--- config.mk ---
export PLATFORM = sky130hd
export DESIGN_NAME = draw_pieces_flat
export DESIGN_NICKNAME = d
export VERILOG_FILES = /design/src/rtl/chess_pkg.sv /design/src/rtl/vga_pkg.sv /design/src/rtl/vga_if.sv /design/src/rtl/piece_rom.sv /design/src/rtl/draw_pieces.sv /design/src/flat_wrapper.sv
export SDC_FILE = /design/constraint.sdc
export NUM_CORES = 1
export LEC_CHECK = 0
export ABC_AREA = 1
export CELL_PAD_IN_SITES_DETAIL_PLACEMENT = 1
export CELL_PAD_IN_SITES_GLOBAL_PLACEMENT = 1
export CORE_MARGIN = 2
export CORE_UTILIZATION = 35
export CTS_CLUSTER_DIAMETER = 30
export DETAILED_ROUTE_END_ITERATION = 8
export DONT_BUFFER_PORTS = 1
export PLACE_DENSITY_LB_ADDON = 0.1
export SYNTH_ARGS = -nofsm -noshare
export SYNTH_HDL_FRONTEND = slang
export SYNTH_SLANG_ARGS = --single-unit
--- constraint.sdc ---
create_clock -name clk -period 23.5 [get_ports clk]
set_input_delay 4.7 -clock clk [delete_from_list [all_inputs] [get_ports clk]]
set_output_delay 4.7 -clock clk [all_outputs]
set_load 0.01 [all_outputs]
--- src/rtl/chess_pkg.sv ---
// Chess piece codes, board geometry and the start position.
package chess_pkg;

    // Low three bits of a square code; bit 3 marks a black piece.
    typedef enum logic [2:0] {
        PcEmpty  = 3'd0,
        PcPawn   = 3'd1,
        PcKnight = 3'd2,
        PcBishop = 3'd3,
        PcRook   = 3'd4,
        PcQueen  = 3'd5,
        PcKing   = 3'd6
    } piece_t;

    localparam int unsigned BLACK_BIT  = 3;
    localparam int unsigned BOARD_X0   = 256;
    localparam int unsigned BOARD_Y0   = 128;
    localparam int unsigned SQUARE     = 64;
    localparam int unsigned BOARD_SIZE = 8 * SQUARE;

    // Indexed row*8+col, row 0 at the top (black back rank).
    localparam logic [3:0] START_POS [64] = '{
        4'd12, 4'd10, 4'd11, 4'd13, 4'd14, 4'd11, 4'd10, 4'd12,
        4'd9,  4'd9,  4'd9,  4'd9,  4'd9,  4'd9,  4'd9,  4'd9,
        4'd0,  4'd0,  4'd0,  4'd0,  4'd0,  4'd0,  4'd0,  4'd0,
        4'd0,  4'd0,  4'd0,  4'd0,  4'd0,  4'd0,  4'd0,  4'd0,
        4'd0,  4'd0,  4'd0,  4'd0,  4'd0,  4'd0,  4'd0,  4'd0,
        4'd0,  4'd0,  4'd0,  4'd0,  4'd0,  4'd0,  4'd0,  4'd0,
        4'd1,  4'd1,  4'd1,  4'd1,  4'd1,  4'd1,  4'd1,  4'd1,
        4'd4,  4'd2,  4'd3,  4'd5,  4'd6,  4'd3,  4'd2,  4'd4
    };

    // Codes 0 and 7 (either colour) draw nothing.
    function automatic logic is_piece(input logic [2:0] kind);
        return (kind >= 3'(PcPawn)) && (kind <= 3'(PcKing));
    endfunction

endpackage

--- src/rtl/vga_pkg.sv ---
// VGA timing constants and the bundled pixel-stream record shared by the video stages.
package vga_pkg;

    localparam int unsigned HCOUNT_W   = 11;
    localparam int unsigned VCOUNT_W   = 11;
    localparam int unsigned RGB_W      = 12;

    // 1024x768 @ 60 Hz timing
    localparam int unsigned HOR_PIXELS = 1024;
    localparam int unsigned HOR_TOTAL  = 1344;
    localparam int unsigned VER_PIXELS = 768;
    localparam int unsigned VER_TOTAL  = 806;

    typedef struct packed {
        logic [VCOUNT_W-1:0] vcount;
        logic                vsync;
        logic                vblnk;
        logic [HCOUNT_W-1:0] hcount;
        logic                hsync;
        logic                hblnk;
        logic [RGB_W-1:0]    rgb;
    } vga_sig_t;

endpackage

--- src/rtl/vga_if.sv ---
// VGA pixel-stream bundle: timing counters, sync/blank flags and colour.
interface vga_if;
    import vga_pkg::*;

    logic [VCOUNT_W-1:0] vcount;
    logic                vsync;
    logic                vblnk;
    logic [HCOUNT_W-1:0] hcount;
    logic                hsync;
    logic                hblnk;
    logic [RGB_W-1:0]    rgb;

    modport in  (input  vcount, vsync, vblnk, hcount, hsync, hblnk, rgb);
    modport out (output vcount, vsync, vblnk, hcount, hsync, hblnk, rgb);

endinterface

--- src/rtl/piece_rom.sv ---
// 32768x1 piece-mask ROM, synchronous read, one cycle latency.
// Address is {type-1, local y, local x}; six 64x64 masks, entries 6 and 7 unused.
module piece_rom (
    input  logic        clk,
    input  logic [14:0] addr,
    output logic        data
);

    // Mask contents: a centred body cut by a per-type diagonal stripe pattern.
    function automatic logic mask_bit(input logic [14:0] a);
        logic [5:0] x;
        logic [5:0] y;
        logic [2:0] t;
        logic [4:0] sum;
        logic       body;
        x    = a[5:0];
        y    = a[11:6];
        t    = a[14:12];
        body = (x >= 6'd12) && (x <= 6'd51) && (y >= 6'd8) && (y <= 6'd55);
        sum  = {1'b0, x[5:2]} + {2'b00, y[5:3]} + {2'b00, t};
        return body && ((sum % 5'd7) != 5'd0);
    endfunction

    // Registered read port
    always_ff @(posedge clk) begin
        data <= mask_bit(addr);
    end

endmodule

--- src/rtl/draw_pieces.sv ---
// Overlays chess pieces and a square highlight on the board video stream.
// Writes go to a shadow board; the active board is refreshed once per frame.
module draw_pieces
    import vga_pkg::*;
    import chess_pkg::*;
(
    input  logic       clk,
    input  logic       rst,
    input  logic       board_we,
    input  logic [5:0] board_addr,
    input  logic [3:0] board_data,
    input  logic       sel_valid,
    input  logic [5:0] sel_addr,
    vga_if.in          vga_in,
    vga_if.out         vga_out
);

    logic [3:0] shadow [64];
    logic [3:0] active [64];
    logic       vblnk_prev;
    logic       copy_pend;
    logic       sel_valid_r;
    logic [5:0] sel_addr_r;

    vga_sig_t   pix_in;
    logic [8:0] hx;
    logic [8:0] vy;
    logic       in_board;
    logic [5:0] square;
    logic       edge_px;
    logic       sel_hit;

    vga_sig_t   s1_sig;
    logic       s1_in_board;
    logic       s1_sel_hit;
    logic [3:0] s1_piece;
    logic [5:0] s1_lx;
    logic [5:0] s1_ly;

    vga_sig_t   s2_sig;
    logic       s2_in_board;
    logic       s2_sel_hit;
    logic       s2_piece_on;
    logic       s2_black;
    logic       mask;
    logic [14:0] rom_addr;

    vga_sig_t   out_d;
    vga_sig_t   out_q;

    // Detect vblnk rising edge; the copy fires one cycle later
    always_ff @(posedge clk) begin
        if (rst) begin
            vblnk_prev <= 1'b0;
            copy_pend  <= 1'b0;
        end else begin
            vblnk_prev <= vga_in.vblnk;
            copy_pend  <= vga_in.vblnk & ~vblnk_prev;
        end
    end

    // Shadow board write port
    always_ff @(posedge clk) begin
        if (rst) begin
            for (int i = 0; i < 64; i++) shadow[i] <= START_POS[i];
        end else if (board_we) begin
            shadow[board_addr] <= board_data;
        end
    end

    // Frame-synchronous copy; a write in the copy cycle reaches only the shadow
    always_ff @(posedge clk) begin
        if (rst) begin
            for (int i = 0; i < 64; i++) active[i] <= START_POS[i];
            sel_valid_r <= 1'b0;
            sel_addr_r  <= 6'd0;
        end else if (copy_pend) begin
            for (int i = 0; i < 64; i++) active[i] <= shadow[i];
            sel_valid_r <= sel_valid;
            sel_addr_r  <= sel_addr;
        end
    end

    // S1 decode: board coordinates and highlight border test
    always_comb begin
        pix_in.vcount = vga_in.vcount;
        pix_in.vsync  = vga_in.vsync;
        pix_in.vblnk  = vga_in.vblnk;
        pix_in.hcount = vga_in.hcount;
        pix_in.hsync  = vga_in.hsync;
        pix_in.hblnk  = vga_in.hblnk;
        pix_in.rgb    = vga_in.rgb;
        hx       = 9'(vga_in.hcount - 11'(BOARD_X0));
        vy       = 9'(vga_in.vcount - 11'(BOARD_Y0));
        in_board = (vga_in.hcount >= 11'(BOARD_X0))
                && (vga_in.hcount <  11'(BOARD_X0 + BOARD_SIZE))
                && (vga_in.vcount >= 11'(BOARD_Y0))
                && (vga_in.vcount <  11'(BOARD_Y0 + BOARD_SIZE));
        square   = {vy[8:6], hx[8:6]};
        // Two-pixel frame: local coordinate in {0,1,62,63}
        edge_px  = (hx[5:1] == 5'b00000) || (hx[5:1] == 5'b11111)
                || (vy[5:1] == 5'b00000) || (vy[5:1] == 5'b11111);
        sel_hit  = sel_valid_r && (square == sel_addr_r) && edge_px;
    end

    // S1 register: piece lookup and delayed stream
    always_ff @(posedge clk) begin
        if (rst) begin
            s1_sig      <= '0;
            s1_in_board <= 1'b0;
            s1_sel_hit  <= 1'b0;
            s1_piece    <= 4'd0;
            s1_lx       <= 6'd0;
            s1_ly       <= 6'd0;
        end else begin
            s1_sig      <= pix_in;
            s1_in_board <= in_board;
            s1_sel_hit  <= sel_hit;
            s1_piece    <= active[square];
            s1_lx       <= hx[5:0];
            s1_ly       <= vy[5:0];
        end
    end

    assign rom_addr = {s1_piece[2:0] - 3'd1, s1_ly, s1_lx};

    piece_rom u_piece_rom (
        .clk  (clk),
        .addr (rom_addr),
        .data (mask)
    );

    // S2 register: stage alongside the ROM read
    always_ff @(posedge clk) begin
        if (rst) begin
            s2_sig      <= '0;
            s2_in_board <= 1'b0;
            s2_sel_hit  <= 1'b0;
            s2_piece_on <= 1'b0;
            s2_black    <= 1'b0;
        end else begin
            s2_sig      <= s1_sig;
            s2_in_board <= s1_in_board;
            s2_sel_hit  <= s1_sel_hit;
            s2_piece_on <= is_piece(s1_piece[2:0]);
            s2_black    <= s1_piece[BLACK_BIT];
        end
    end

    // S3 colour select: blank/outside, highlight, piece, background
    always_comb begin
        out_d = s2_sig;
        if (s2_sig.hblnk || s2_sig.vblnk || !s2_in_board) begin
            out_d.rgb = s2_sig.rgb;
        end else if (s2_sel_hit) begin
            out_d.rgb = 12'hF00;
        end else if (s2_piece_on && mask) begin
            out_d.rgb = s2_black ? 12'h000 : 12'hFFF;
        end
    end

    // S3 output register
    always_ff @(posedge clk) begin
        if (rst) out_q <= '0;
        else     out_q <= out_d;
    end

    assign vga_out.vcount = out_q.vcount;
    assign vga_out.vsync  = out_q.vsync;
    assign vga_out.vblnk  = out_q.vblnk;
    assign vga_out.hcount = out_q.hcount;
    assign vga_out.hsync  = out_q.hsync;
    assign vga_out.hblnk  = out_q.hblnk;
    assign vga_out.rgb    = out_q.rgb;

endmodule

--- src/flat_wrapper.sv ---
// flat-port wrapper written by rule: the top's interface ports become plain ports
module draw_pieces_flat import vga_pkg::*; import chess_pkg::*;
  (clk, rst, board_we, board_addr, board_data, sel_valid, sel_addr, vga_in_vcount, vga_in_vsync, vga_in_vblnk, vga_in_hcount, vga_in_hsync, vga_in_hblnk, vga_in_rgb, vga_out_vcount, vga_out_vsync, vga_out_vblnk, vga_out_hcount, vga_out_hsync, vga_out_hblnk, vga_out_rgb);
  vga_if vga_in_i ();
  vga_if vga_out_i ();
  input  logic clk;
  input  logic rst;
  input  logic board_we;
  input  logic [5:0] board_addr;
  input  logic [3:0] board_data;
  input  logic sel_valid;
  input  logic [5:0] sel_addr;
  input wire logic [$bits(vga_in_i.vcount)-1:0] vga_in_vcount;
  input wire logic [$bits(vga_in_i.vsync)-1:0] vga_in_vsync;
  input wire logic [$bits(vga_in_i.vblnk)-1:0] vga_in_vblnk;
  input wire logic [$bits(vga_in_i.hcount)-1:0] vga_in_hcount;
  input wire logic [$bits(vga_in_i.hsync)-1:0] vga_in_hsync;
  input wire logic [$bits(vga_in_i.hblnk)-1:0] vga_in_hblnk;
  input wire logic [$bits(vga_in_i.rgb)-1:0] vga_in_rgb;
  output wire logic [$bits(vga_out_i.vcount)-1:0] vga_out_vcount;
  output wire logic [$bits(vga_out_i.vsync)-1:0] vga_out_vsync;
  output wire logic [$bits(vga_out_i.vblnk)-1:0] vga_out_vblnk;
  output wire logic [$bits(vga_out_i.hcount)-1:0] vga_out_hcount;
  output wire logic [$bits(vga_out_i.hsync)-1:0] vga_out_hsync;
  output wire logic [$bits(vga_out_i.hblnk)-1:0] vga_out_hblnk;
  output wire logic [$bits(vga_out_i.rgb)-1:0] vga_out_rgb;
  assign vga_in_i.vcount = vga_in_vcount;
  assign vga_in_i.vsync = vga_in_vsync;
  assign vga_in_i.vblnk = vga_in_vblnk;
  assign vga_in_i.hcount = vga_in_hcount;
  assign vga_in_i.hsync = vga_in_hsync;
  assign vga_in_i.hblnk = vga_in_hblnk;
  assign vga_in_i.rgb = vga_in_rgb;
  assign vga_out_vcount = vga_out_i.vcount;
  assign vga_out_vsync = vga_out_i.vsync;
  assign vga_out_vblnk = vga_out_i.vblnk;
  assign vga_out_hcount = vga_out_i.hcount;
  assign vga_out_hsync = vga_out_i.hsync;
  assign vga_out_hblnk = vga_out_i.hblnk;
  assign vga_out_rgb = vga_out_i.rgb;
  draw_pieces u_core (.clk(clk), .rst(rst), .board_we(board_we), .board_addr(board_addr), .board_data(board_data), .sel_valid(sel_valid), .sel_addr(sel_addr), .vga_in(vga_in_i), .vga_out(vga_out_i));
endmodule
---- Word level (Yosys, flattened, before mapping) ----
Memory sizes are Yosys's and may differ from the RTL's. A register that Yosys moved wholly into a read port is not among the register bits.
Index checks and enable logic that the tools add are counted.
storage, ports and cells
  register bits after elaboration ......... 141
  bits in writable memories ............... 512
  bits of input ports ..................... 58
  output and inout port bits .............. 38
  word-level logic and storage cells ...... 220
  memories ................................ 2
operators by class
  $add $sub $neg .......................... 5
  div/mod/pow operators ................... 1
  $lt $le $gt $ge ......................... 10
  equal/unequal tests ..................... 3
  mux-type cells .......................... 79
  bitwise logic cells ..................... 66
  reduce and logical (&&, ||, !) cells .... 21
memory list
  name           depth  bits a word  rd ports  clocked after memory_dff  wr ports  line               text
  u_core.active  64     4            1         1                         64        draw_pieces.sv:19  logic [3:0] active [64];
  u_core.shadow  64     4            64        0                         64        draw_pieces.sv:18  logic [3:0] shadow [64];
operators with widths
  kind                                                                     number
  4-bit 2-to-1 mux                                                         65
  1-bit OR                                                                 64
  12-bit 2-to-1 mux                                                        4
  11-bit by 10-bit < comparator with 1-bit output (second input constant)  2
  6-bit by 4-bit >= comparator with 1-bit output (second input constant)   2
  6-bit <= comparator (second input constant)                              2
  11-bit by 8-bit >= comparator with 1-bit output (second input constant)  1
  11-bit by 9-bit >= comparator with 1-bit output (second input constant)  1
  1-bit logical AND                                                        11
  5-bit equality test (second input constant)                              2
  5-bit logical NOT                                                        2
  1-bit 2-to-1 mux                                                         9
  9-bit by 8-bit subtractor with 9-bit output (second input constant)      1
  9-bit subtractor (second input constant)                                 1
  6-bit equality test                                                      1
  6-bit 2-to-1 mux                                                         1
  4-bit by 3-bit adder with 5-bit output                                   1
  5-bit by 3-bit adder with 5-bit output                                   1
  1-bit logical OR                                                         5
  5-bit by 3-bit remainder unit with 5-bit output (second input constant)  1
  5-bit nonzero test                                                       1
  4-bit OR reduction                                                       1
  3-bit by 1-bit >= comparator with 1-bit output (second input constant)   1
  3-bit <= comparator (second input constant)                              1
  4 further kinds                                                          4

---- Logic depth before layout (Yosys ltp) ----
  depth in word-level cells ............... 6
  mapped depth ............................ 29
  gate-level depth less buffers ........... 29

---- By module ----
A second synthesis with hierarchy kept.
second synthesis, totals
  cell total of the unflattened synthesis .. 2633
  area total of the unflattened synthesis .. 26355.3 um^2
modules (own cells, without submodules)
  module       instances  cells an instance  area an instance (um^2)  seq. area each (um^2)
  draw_pieces  1          2550               25832.3                  18017.3
  piece_rom    1          83                 523.0                    20.0

---- Worst setup path before layout ----
OpenSTA, ideal clock, no wires.
  path kind ............................... in2reg
  start point ............................. input rst
  end point ............................... memory u_core.active[0][0], enable pin
  library setup time ...................... 1.989 ns
  arrival time ............................ 9.276 ns
  required time ........................... 21.511 ns
  slack ................................... 12.235 ns
  stages on the path ...................... 4
  path buffers ............................ 2
  cell sequence ........................... buf_2 -> inv_2 -> buf_2 -> nand2_1
RTL lines
  item                line               text
  start: declaration  flat_wrapper.sv:7  input logic rst;
  end: declaration    draw_pieces.sv:19

==> out/results.tsv <==
stage	metric	value	unit
outcome	status	finished, final reports clean	
yosys	register bit total from synthesis	645	
power	Worst VDD drop	75.13	uV
cells_and_area	Finished Core Util	44.09	%
sta	relative slew slack	21.65	%
yosys	Mapped Area	0.02613	mm2
setup_path	flop2flop setup slack	19.05	ns
sta	worst-margin pin slew	1.175	ns
yosys	Syn Nets	2554	
yosys	Post-Synthesis Cells	2482	
clock_tree	Clock transition at path regs	0.05	ns
clock_tree	Clock Sinks	645	
routing	Via density	4.741	
sta	unrepaired setup endpoints after global routing	false	
cells_and_area	Layout area overhead	25.21	%
global_route	initial antenna violation count	6	
setup_path	Worst EP arrival	7.67	ns
setup_path	Setup CP Type	input port to flip-flop	
flow_run	Max Cap Viol	0	
routing	wirelength, routed	72.56	mm
hold_path	hold_sp	u_core.out_d[36]$_SDFF_PP0_	
clock_tree	post-CTS setup buffers	0	
yosys	Synth Flop Type	edfxtp_1	
clock_tree	CTS Hold Bufs	0	
cells_and_area	Diodes inserted	0	
power	leakage power	13.10	nW
floorplanning	Initial Util	35.22	%
routing	Routed Antenna Nets	0	
floorplanning	I/O pins	96	
routing	drt first pass iters	5	
yosys	post-synthesis compound-gate area fraction	5.962	%
global_route	largest net degree at the start of global routing	245	
routing	via count	17240	
sta	Fin. Hold Viols	0	
sta	fmax	0.1364	GHz
clock_tree	CTS Root Cell	clkbuf_16	
clock_tree	post-CTS sizing	0	
power	Switching Share	22.22	%
setup_path	crit-path max FO	244	
global_route	GR Overflow Total	0	
sta	Pins Over Slew Limit	0	
sta	post-layout min period	7.334	ns
yosys	sequential fraction of the synthesis area	69.03	%
hold_path	min-delay worst type	flip-flop to flip-flop	
cells_and_area	fillcell total	7923	
cells_and_area	share of cells above drive strength 1	13.98	%
power	PD cells	117.7	mW/mm2
clock_tree	H-tree depth	4	
setup_path	Setup crit start kind	input port	
cells_and_area	Layout Nets	2605	
yosys	xor/xnor cell area share of the yosys netlist	0.1341	%
global_route	vias in the first global route	18440	
yosys	Post-synth EDFFs	512	
floorplanning	row cnt	100	
yosys	syn avg cell area	10.53	um2
routing	1st-iter DRT viols	1047	
clock_tree	Clock Tree Buf Depth	3	
setup_path	R2R Path Start	u_core.s1_piece[0]$_SDFF_PP0_	
sta	hold_ws	0.3991	ns
floorplanning	Die ar.	0.07686	mm2
yosys	Syn. warnings	0	
clock_tree	TritonCTS clock tree	built	
sta	Final Skew	0.02974	ns
placement	port bufs	0	
yosys	largest family of logic cells by synthesized area	simple AND/OR/NAND/NOR gates	
routing	routed len/inst	19.95	um
power	Psw	855.5	uW
yosys	distinct cell type count after synthesis	41	
sta	setup TNS	0	ns
setup_path	CP required	23.83	ns
sta	final setup fails	0	
setup_path	R2R Path End	u_core.u_piece_rom.data$_DFF_P_	
hold_path	Worst Hold Endpoint	u_core.vga_out.vcount[9]$_SDFF_PP0_	
clock_tree	Worst-Skew Late Latency	0.72	ns
placement	DP HPWL	42.15	mm
placement	Final Wtd Congestion	0.7825	
floorplanning	chip height	277.2	um
power	Flop pwr share	34.4	%
yosys	mux share of post-synthesis cell area	0	%
power	Clock power frac	60.8	%
yosys	Post-synth ARST share	0	%
yosys	simple logic cell fraction of the synthesized area	16.20	%
global_route	first-pass GRT wire length	110.6	mm
sta	period utilization	31.21	%
setup_path	crit path capture type	flip-flop	
floorplanning	Die Span X	277.2	um
clock_tree	Num CTS Buffers	156	
power	Logic pwr share	4.8	%
global_route	GRT Util Overall	19.12	%
hold_path	hold path cells	2	
floorplanning	Core Box Area	0.07420	mm2
yosys	Synth Area in Adders	0.7853	%
routing	DR DRC count	0	
power	Pint	2.994	mW
setup_path	worst r2r path cells	25	
[metal layers]
| metal | up-vias | part of all wire, % | global-route usage (%) |
|---|---|---|---|
| li1 | 8219 | - | - |
| met1 | 8510 | 45 | 24.66 |
| met2 | 382 | 47 | 30.65 |
| met3 | 127 | 5.2 | 5.020 |
| met4 | 4 | 2.7 | 7.651 |
| met5 | - | 0.034 | 0 |
[power groups by stage]
stage / Clock (mW) / Sequential, mW / Combinational [mW]
final: 2.34 / 1.33 / 0.185
after global routing: 2.44 / 1.33 / 0.212
after CTS: 2.38 / 1.33 / 0.190
after detailed placement: 0 / 1.35 / 0.189
after global placement: 0 / 1.34 / 0.182
after floorplan: 0 / 1.34 / 0.140
[worst max-delay path, cell delays in order]
cell     delay [ns]
inv_2          0.04
buf_4          0.28
nand2_4        0.68
buf_4          0.85
buf_4          0.83
[final cells by class]
type                    count  area, um2  area share [%]
clock buffers             188       4155           12.70
well taps                 969       1212           3.706
flip-flops and latches    645      18040           55.13
inverters                 393       1478           4.517
repair buffers             21      157.7          0.4819
multi-input cells        1316       6045           18.48
clock inverters           105       1630           4.983
[synthesized netlist by cell type (2+ instances only)]
cell,n,area [um2]
a211oi_1,8,60.06
a21oi_1,19,95.09
a31oi_1,2,12.51
buf_1,9,33.78
buf_2,25,125.1
buf_4,6,45.04
buf_6,5,56.30
clkbuf_1,81,304.0
dfxtp_1,133,2663
edfxtp_1,512,15370
fa_1,4,80.08
ha_1,10,125.1
inv_1,380,1426
inv_2,13,48.80
nand2_1,212,795.8
nand2_2,6,37.54
nand3_1,52,260.3
nand3_2,3,30.03
nand4_1,5,31.28
nor2_1,691,2594
nor2_2,3,18.77
nor3_1,4,20.02
nor3_2,7,70.07
o211ai_1,11,82.58
o211ai_2,2,25.02
o21ai_0,137,685.7
o21ai_1,10,50.05
o221ai_1,44,385.4
o22ai_1,16,100.1
o41ai_1,2,17.52
or2_2,58,362.9
xnor2_1,2,17.52
xor2_1,2,17.52
[logic make-up after synthesis]
group,Yosys count
adder cells (fa/ha/maj),14
AO/OA/AOI/OAI,255
buffers and inverters,521
AND/OR/NAND/NOR,1043
XOR/XNOR,4
flip-flops,645
[flip-flops by register name (all words and copies together) (netlist names), 4 cells and up]
register	cells
u_core.active	256
u_core.shadow	256
u_core.s1_sig	28
u_core.out_d	26
u_core.s2_sig	12
u_core.vga_out.rgb	12
u_core.vga_out.hcount	11
u_core.vga_out.vcount	11
u_core.sel_addr_r	6
u_core.s1_lx	5
u_core.s1_ly	5
u_core.s1_piece	4
[stage by stage]
stage               instance area [um2]  power (mW)  instances  setup WS (ns)
global route                      32720       3.979       3637          15.99
detailed placement                26930       1.534       3344          15.45
finish                            32720       3.849       3637          16.17
global placement                  26930       1.526       3344          15.55
floorplan                         26130       1.481       2482          12.23
CTS                               32720       3.894       3637          16.21
[layout by cell type (no fill, tap or decap), types with 9 or more instances in the layout]
cell type and instances:
a21oi_1 19, buf_4 21, bufinv_16 34, clkbuf_1 20, clkbuf_16 157, clkbuf_8 11, clkinv_1 18, clkinv_2 16
clkinv_4 9, clkinvlp_4 9, dfxtp_1 133, edfxtp_1 512, ha_1 10, inv_1 379, inv_2 12, nand2_1 211
nand3_1 52, nor2_1 691, o211ai_1 11, o21ai_0 137, o21ai_1 10, o221ai_1 44, o22ai_1 16, or2_2 58
[how the worst max path moves through the flow]
stage               slack (ns)  from                                  to  cells after the start
floorplan                12.23   rst   u_core.active[0][0]$_SDFFCE_PN0P_                      4
global placement         15.55   rst  u_core.active[17][1]$_SDFFCE_PN0P_                      5
detailed placement       15.45   rst  u_core.active[16][2]$_SDFFCE_PN0P_                      5
CTS                      16.21   rst   u_core.active[5][0]$_SDFFCE_PN1P_                      5
global route             15.99   rst  u_core.active[17][1]$_SDFFCE_PN0P_                      5
finish                   16.17   rst   u_core.active[6][0]$_SDFFCE_PN0P_                      5
(Power assumes the default switching activity.)
